### config.mk
export PLATFORM = sky130hd
export DESIGN_NAME = usb3_ep_ram_reader_flat
export DESIGN_NICKNAME = d
export VERILOG_FILES = /design/src/rtl/usb3_ep_ram_reader_if.sv /design/src/rtl/usb3_ep_ram_reader.sv /design/src/flat_wrapper.sv
export SDC_FILE = /design/constraint.sdc
export NUM_CORES = 1
export LEC_CHECK = 0
export ABC_AREA = 1
export BUFFER_PORTS_ARGS = -buffer_cell sky130_fd_sc_hd__buf_4
export CELL_PAD_IN_SITES_DETAIL_PLACEMENT = 2
export CELL_PAD_IN_SITES_GLOBAL_PLACEMENT = 2
export CORE_MARGIN = 4
export CORE_UTILIZATION = 41
export CTS_BUF_LIST = sky130_fd_sc_hd__clkbuf_4
export CTS_CLUSTER_SIZE = 16
export DETAILED_ROUTE_END_ITERATION = 12
export PLACE_DENSITY = 0.93
export SLEW_MARGIN = 20
export SYNTH_ARGS = -nofsm -noshare
export SYNTH_HDL_FRONTEND = slang
export SYNTH_SLANG_ARGS = --single-unit
### constraint.sdc
create_clock -name rd_clk -period 4 [get_ports rd_clk]
set_clock_uncertainty 0.1 [all_clocks]
set_input_delay 0.6 -clock rd_clk [delete_from_list [all_inputs] [get_ports rd_clk]]
set_output_delay 0.6 -clock rd_clk [all_outputs]
set_load 0.05 [all_outputs]
### src/rtl/usb3_ep_ram_reader_if.sv
// Command, RAM read port and output stream of the endpoint RAM reader, bundled as one interface.
// master = the reader itself, slave = its surroundings (command source, RAM, TX packetizer).
interface usb3_ep_ram_reader_if #(
  parameter int ADR_W = 10,
  parameter int LEN_W = 11
);
  logic             cmd_valid;
  logic             cmd_ready;
  logic [ADR_W-1:0] cmd_adr;
  logic [LEN_W-1:0] cmd_len;
  logic [ADR_W-1:0] ram_rd_adr;
  logic [31:0]      ram_rd_dat_r;
  logic             src_valid;
  logic             src_ready;
  logic [31:0]      src_data;
  logic             src_last;
  logic             done;
  logic             busy;

  modport master (
    input  cmd_valid, cmd_adr, cmd_len, ram_rd_dat_r, src_ready,
    output cmd_ready, ram_rd_adr, src_valid, src_data, src_last, done, busy
  );
  modport slave (
    output cmd_valid, cmd_adr, cmd_len, ram_rd_dat_r, src_ready,
    input  cmd_ready, ram_rd_adr, src_valid, src_data, src_last, done, busy
  );
endinterface

### src/rtl/usb3_ep_ram_reader.sv
// Endpoint RAM read sequencer: one read per clock, 2-clock RAM latency absorbed by a skid FIFO.
// Optional abort input/aborted output enabled by defining USB3_EP_RD_ABORT_EN.
module usb3_ep_ram_reader #(
  parameter int ADR_W  = 10,
  parameter int LEN_W  = 11,
  parameter int FIFO_D = 4
) (
  input  logic rd_clk,
  input  logic rd_rst,
`ifdef USB3_EP_RD_ABORT_EN
  input  logic abort,
  output logic aborted,
`endif
  usb3_ep_ram_reader_if.master bus
);
  localparam int RD_LAT = 2;
  localparam int PW     = (FIFO_D > 1) ? $clog2(FIFO_D) : 1;
  localparam int CW     = $clog2(FIFO_D + 1);
  localparam int OCC_W  = CW + 1;

  typedef enum logic [1:0] {IDLE, ISSUE, DRAIN, DONE} state_t;
  typedef struct packed {
    logic        last;
    logic [31:0] data;
  } ent_t;

  state_t              state, state_nx;
  logic [ADR_W-1:0]    adr;
  logic [LEN_W-1:0]    rem;
  logic [RD_LAT-1:0]   vld_pipe, last_pipe;
  ent_t                fifo [FIFO_D];
  logic [PW-1:0]       wp, rp;
  logic [CW-1:0]       level;
  logic [OCC_W-1:0]    occ;
  logic                cmd_acc, issue, push, pop, flush;
  ent_t                head;

  function automatic logic [PW-1:0] ptr_inc(input logic [PW-1:0] p);
    return (p == PW'(FIFO_D - 1)) ? '0 : p + 1'b1;
  endfunction

  assign bus.cmd_ready  = (state == IDLE) && !rd_rst;
  assign cmd_acc        = bus.cmd_valid && bus.cmd_ready;
  assign bus.ram_rd_adr = adr;
  assign bus.busy       = (state != IDLE);
  assign bus.done       = (state == DONE);
  assign head           = fifo[rp];
  assign bus.src_valid  = (level != '0);
  assign bus.src_data   = head.data;
  assign bus.src_last   = bus.src_valid && head.last;
  assign pop            = bus.src_valid && bus.src_ready;
  assign push           = vld_pipe[RD_LAT-1] && !flush;

  // Words already promised to the FIFO count against its depth, so it can never overflow.
  assign occ = OCC_W'(level) + OCC_W'(vld_pipe[0]) + OCC_W'(vld_pipe[1]);

  always_comb begin
    state_nx = state;
    issue    = 1'b0;
    flush    = 1'b0;
    case (state)
      IDLE:  if (cmd_acc) state_nx = (bus.cmd_len == '0) ? DONE : ISSUE;
      ISSUE: begin
        issue = (rem != '0) && (occ <= OCC_W'(FIFO_D - 1));
        if (issue && rem == LEN_W'(1)) state_nx = DRAIN;
      end
      DRAIN: if (pop && head.last) state_nx = DONE;
      DONE:  state_nx = IDLE;
      default: state_nx = IDLE;
    endcase
`ifdef USB3_EP_RD_ABORT_EN
    if (abort && (state == ISSUE || state == DRAIN)) begin
      issue    = 1'b0;
      flush    = 1'b1;
      state_nx = DONE;
    end
`endif
  end

  always_ff @(posedge rd_clk) begin
    if (rd_rst) begin
      state     <= IDLE;
      adr       <= '0;
      rem       <= '0;
      vld_pipe  <= '0;
      last_pipe <= '0;
      wp        <= '0;
      rp        <= '0;
      level     <= '0;
    end else begin
      state <= state_nx;
      if (cmd_acc && bus.cmd_len != '0) begin
        adr <= bus.cmd_adr;
        rem <= bus.cmd_len;
      end else if (issue) begin
        adr <= adr + 1'b1;
        rem <= rem - 1'b1;
      end
      if (flush) begin
        vld_pipe  <= '0;
        last_pipe <= '0;
        wp        <= '0;
        rp        <= '0;
        level     <= '0;
      end else begin
        vld_pipe  <= {vld_pipe[RD_LAT-2:0], issue};
        last_pipe <= {last_pipe[RD_LAT-2:0], issue && rem == LEN_W'(1)};
        if (push) wp <= ptr_inc(wp);
        if (pop)  rp <= ptr_inc(rp);
        level <= level + CW'(push) - CW'(pop);
      end
    end
  end

  // Storage needs no reset: level gates every read of it.
  always_ff @(posedge rd_clk) begin
    if (push) fifo[wp] <= '{last: last_pipe[RD_LAT-1], data: bus.ram_rd_dat_r};
  end

`ifdef USB3_EP_RD_ABORT_EN
  logic abt_q;
  always_ff @(posedge rd_clk) begin
    if (rd_rst) abt_q <= 1'b0;
    else        abt_q <= flush;
  end
  assign aborted = abt_q;
`endif
endmodule

### src/flat_wrapper.sv
// flat-port wrapper written by rule: the top's interface ports become plain ports
module usb3_ep_ram_reader_flat 
#(
  parameter int ADR_W  = 10,
  parameter int LEN_W  = 11,
  parameter int FIFO_D = 4
)
  (rd_clk, rd_rst, bus_cmd_valid, bus_cmd_adr, bus_cmd_len, bus_ram_rd_dat_r, bus_src_ready, bus_cmd_ready, bus_ram_rd_adr, bus_src_valid, bus_src_data, bus_src_last, bus_done, bus_busy);
  usb3_ep_ram_reader_if #(.ADR_W(ADR_W), .LEN_W(LEN_W)) bus_i ();
  input  logic rd_clk;
  input  logic rd_rst;
  input wire logic [$bits(bus_i.cmd_valid)-1:0] bus_cmd_valid;
  input wire logic [$bits(bus_i.cmd_adr)-1:0] bus_cmd_adr;
  input wire logic [$bits(bus_i.cmd_len)-1:0] bus_cmd_len;
  input wire logic [$bits(bus_i.ram_rd_dat_r)-1:0] bus_ram_rd_dat_r;
  input wire logic [$bits(bus_i.src_ready)-1:0] bus_src_ready;
  output wire logic [$bits(bus_i.cmd_ready)-1:0] bus_cmd_ready;
  output wire logic [$bits(bus_i.ram_rd_adr)-1:0] bus_ram_rd_adr;
  output wire logic [$bits(bus_i.src_valid)-1:0] bus_src_valid;
  output wire logic [$bits(bus_i.src_data)-1:0] bus_src_data;
  output wire logic [$bits(bus_i.src_last)-1:0] bus_src_last;
  output wire logic [$bits(bus_i.done)-1:0] bus_done;
  output wire logic [$bits(bus_i.busy)-1:0] bus_busy;
  assign bus_i.cmd_valid = bus_cmd_valid;
  assign bus_i.cmd_adr = bus_cmd_adr;
  assign bus_i.cmd_len = bus_cmd_len;
  assign bus_i.ram_rd_dat_r = bus_ram_rd_dat_r;
  assign bus_i.src_ready = bus_src_ready;
  assign bus_cmd_ready = bus_i.cmd_ready;
  assign bus_ram_rd_adr = bus_i.ram_rd_adr;
  assign bus_src_valid = bus_i.src_valid;
  assign bus_src_data = bus_i.src_data;
  assign bus_src_last = bus_i.src_last;
  assign bus_done = bus_i.done;
  assign bus_busy = bus_i.busy;
  usb3_ep_ram_reader #(.ADR_W(ADR_W), .LEN_W(LEN_W), .FIFO_D(FIFO_D)) u_core (.rd_clk(rd_clk), .rd_rst(rd_rst), .bus(bus_i));
endmodule
==> metrics.yaml <==
synth:
  netlist_instances: 654
  synth_common_cells: "132 x edfxtp_1, 123 x nor2_1, 83 x o21ai_0"
  syn_area_per_cell_um2: 10.89
  yosysTopAreaCell: "edfxtp_1"
  synth_nets: 730
  synth_compound_area_share_pct: 10.07
  yosysWarnings: 0
  synthXorXnorAreaFrac_pct: 1.599
  yosysUniqueCellTypes: 35
  synthTopCellsByArea: "edfxtp_1 56%, dfxtp_1 10%, nor2_1 6.5%"
  synthArstFlopShare_pct: 0
  synth_top_family_by_area: "simple AND/OR/NAND/NOR gates"
  netlist_area_um2: 7121
  ys_seq_elements: 168
  ys_seq_area_share_pct: 65.79
  synth_simple_gate_area_share_pct: 14.78
  synth_mux_area_share_pct: 0
  synth_top_area_share_pct: 55.67
  synth_edf_count: 132
  yosysMostFrequentCell: "edfxtp_1"
  synthFlopType: "edfxtp_1"
  synthAdderAreaFrac_pct: 3.444
worst_setup_path:
  cp_data_required_time_ns: 3.30
  end_kind: "primary output"
  cp_max_fo: 66
  startpoint_type: "register"
  arrival_ns: 2.78
  worstSetupPathType: "reg -> out"
timing:
  max_freq_mhz: 287.1
  hold_violations: 0
  worst_slew_pin_slew_ns: 1.131
  rsz0062_at_grt: "no"
  drv_slew: 0
  fin_setup_tns_ns: 0
  relSlewSlack_pct: 24.52
  min_period_over_period_pct: 87.09
  fin_crit_ns: 3.484
  finalSetupViolCount: 0
floorplan:
  num_rows: 47
  die_w_um: 139.8
  dieArea_um2: 19540
  core_um2: 16820
  initial_core_util_pct: 42.34
  die_y_um: 139.8
  pin_count: 104
global_routing:
  overflow: 0
  grt_util_met2_pct: 43.94
  grt.total_usage_pct: 24.45
  grt_use_met1_pct: 27.75
  grt_max_degree: 67
  grt_pass1_vias: 6036
  antenna_found_initial: 1
  top_usage_layer: "met2"
  grt_pass1_wl_um: 36360
  gr-usage-met3_pct: 5.043
layout:
  final_nets: 830
  num_antenna_cells: 0
  final_layout_size_suffix_gt1_share_pct: 20.86
  areaGrowthSynthToFinish_pct: 17.64
  fin_util_pct: 49.81
run_status:
  outcome: "completed"
routing:
  dr.pass1.iters: 5
  via_count: 5435
  drc: 0
  final_antenna_net_count: 0
  avgViaCountPerCell: 5.507
  avgRoutedWirePerCell_um: 24.32
  routed_wirelength_um: 24000
  drtIter0Drc: 395
clock_tree:
  numCtsBuffers: 17
  post_cts_buffers: 0
  cts_resized: 0
  cts_sinks: 168
  hold_buffers: 0
  clkLatencyLatePin_ns: 0.58
  path_clk_slew_ns: 0.15
  clk_path_buf_depth: 2
  cts_max_level: 4
  cts_tree: "yes"
  root_buffer: "clkbuf_4"
pwr:
  ir_drop_v: 0.0004504
  p_leak_nw: 3.265
  powerDensity_nw_per_um2: 786.1
hold_path:
  min_path_type: "in -> reg"
placed_design:
  io_buffers: 103
  gp_congestion: 0.7970
  dp_hpwl_um: 15780
flow_run:
  cap_violations: 0
-- flip-flops by register name, indices dropped and copies added (netlist names), named ones only --
signal and flops:
u_core.bus.ram_rd_adr 10, u_core.wp 2, u_core.fifo 132, u_core.last_pipe 2, u_core.rp 2, u_core.state 2
u_core.rem 11, u_core.vld_pipe 2, u_core.level 3
-- power by group --
group          internal (mW)  switching, mW  total, mW
Sequential              2.06          0.225       2.28
Clock                  0.453          0.600       1.05
Combinational          0.915           2.34       3.25
-- cell type report --
| type | instances | area, um2 |
|---|---|---|
| Clock buffer | 21 | 157.7 |
| Clock inverter | 11 | 132.6 |
| Fill cell | 1740 | 8442 |
| Inverter | 41 | 156.4 |
| Multi-Input combinational cell | 414 | 2128 |
| Sequential cell | 168 | 4686 |
| Tap cell | 220 | 275.3 |
| Timing Repair Buffer | 112 | 840.8 |
-- worst paths after layout --
path                            cells past startpoint  slack (ns)                                     to                           start
worst max register to register                     11        1.43  u_core.bus.ram_rd_adr[6]$_SDFFE_PP0P_   u_core.vld_pipe[1]$_SDFF_PP0_
worst min register to register                      2        0.38         u_core.last_pipe[1]$_SDFF_PP0_  u_core.last_pipe[0]$_SDFF_PP0_
worst max-delay path                                4        0.52                        bus_src_data[9]                        register
worst min-delay path                                1        0.12           u_core.fifo[2][21]$_DFFE_PP_            bus_ram_rd_dat_r[21]
-- cell usage in the layout, fill, tap and decap left out, types with 4 or more instances in the layout --
master	instances
clkinv_2	5
nor3_1	10
edfxtp_1	132
clkbuf_4	21
nand3_1	26
nand2_1	72
xnor2_1	4
xor2_1	9
o21ai_0	83
ha_1	18
buf_4	112
o21ai_1	5
nor2_2	4
inv_1	37
o22ai_1	32
dfxtp_1	35
nor2_1	123
a21oi_1	10
-- metal layers --
metal | vias up | part of all wire [%] | wire length (um)
met5 | - | 0.029 | 7
met3 | 51 | 4.4 | 1047
met2 | 161 | 53 | 12630
met4 | 2 | 4.0 | 958
met1 | 2757 | 39 | 9359
li1 | 2464 | - | -
-- critical path, stage by stage (launching register included) --
cell and delay [ns]:
dfxtp_2 0.37, clkinv_2 0.65, o21ai_0 0.69, o22ai_1 0.21
buf_4 0.24
-- cell families after synthesis --
kind of cell | Yosys count
AND/OR/NAND/NOR | 249
buffers and inverters | 72
AO/OA/AOI/OAI | 133
adder cells (fa/ha/maj) | 19
XOR/XNOR | 13
flip-flops | 168
-- through the flow --
| step | std cells | setup slack, ns | area, um2 | total power, mW | hold WS (ns) |
|---|---|---|---|---|---|
| 2_1_floorplan | 654 | 1.543 | 7121 | 4.448 | 0.2883 |
| 3_3_place_gp | 955 | 1.314 | 8085 | 5.248 | 0.2956 |
| 3_5_place_dp | 955 | 1.187 | 8085 | 5.488 | 0.3562 |
| 4_1_cts | 987 | 0.5851 | 8376 | 6.607 | 0.08043 |
| 5_1_grt | 987 | 0.3287 | 8377 | 6.929 | 0.07329 |
| 6_report | 987 | 0.5165 | 8377 | 6.585 | 0.1217 |
(Power assumes the default switching activity.)
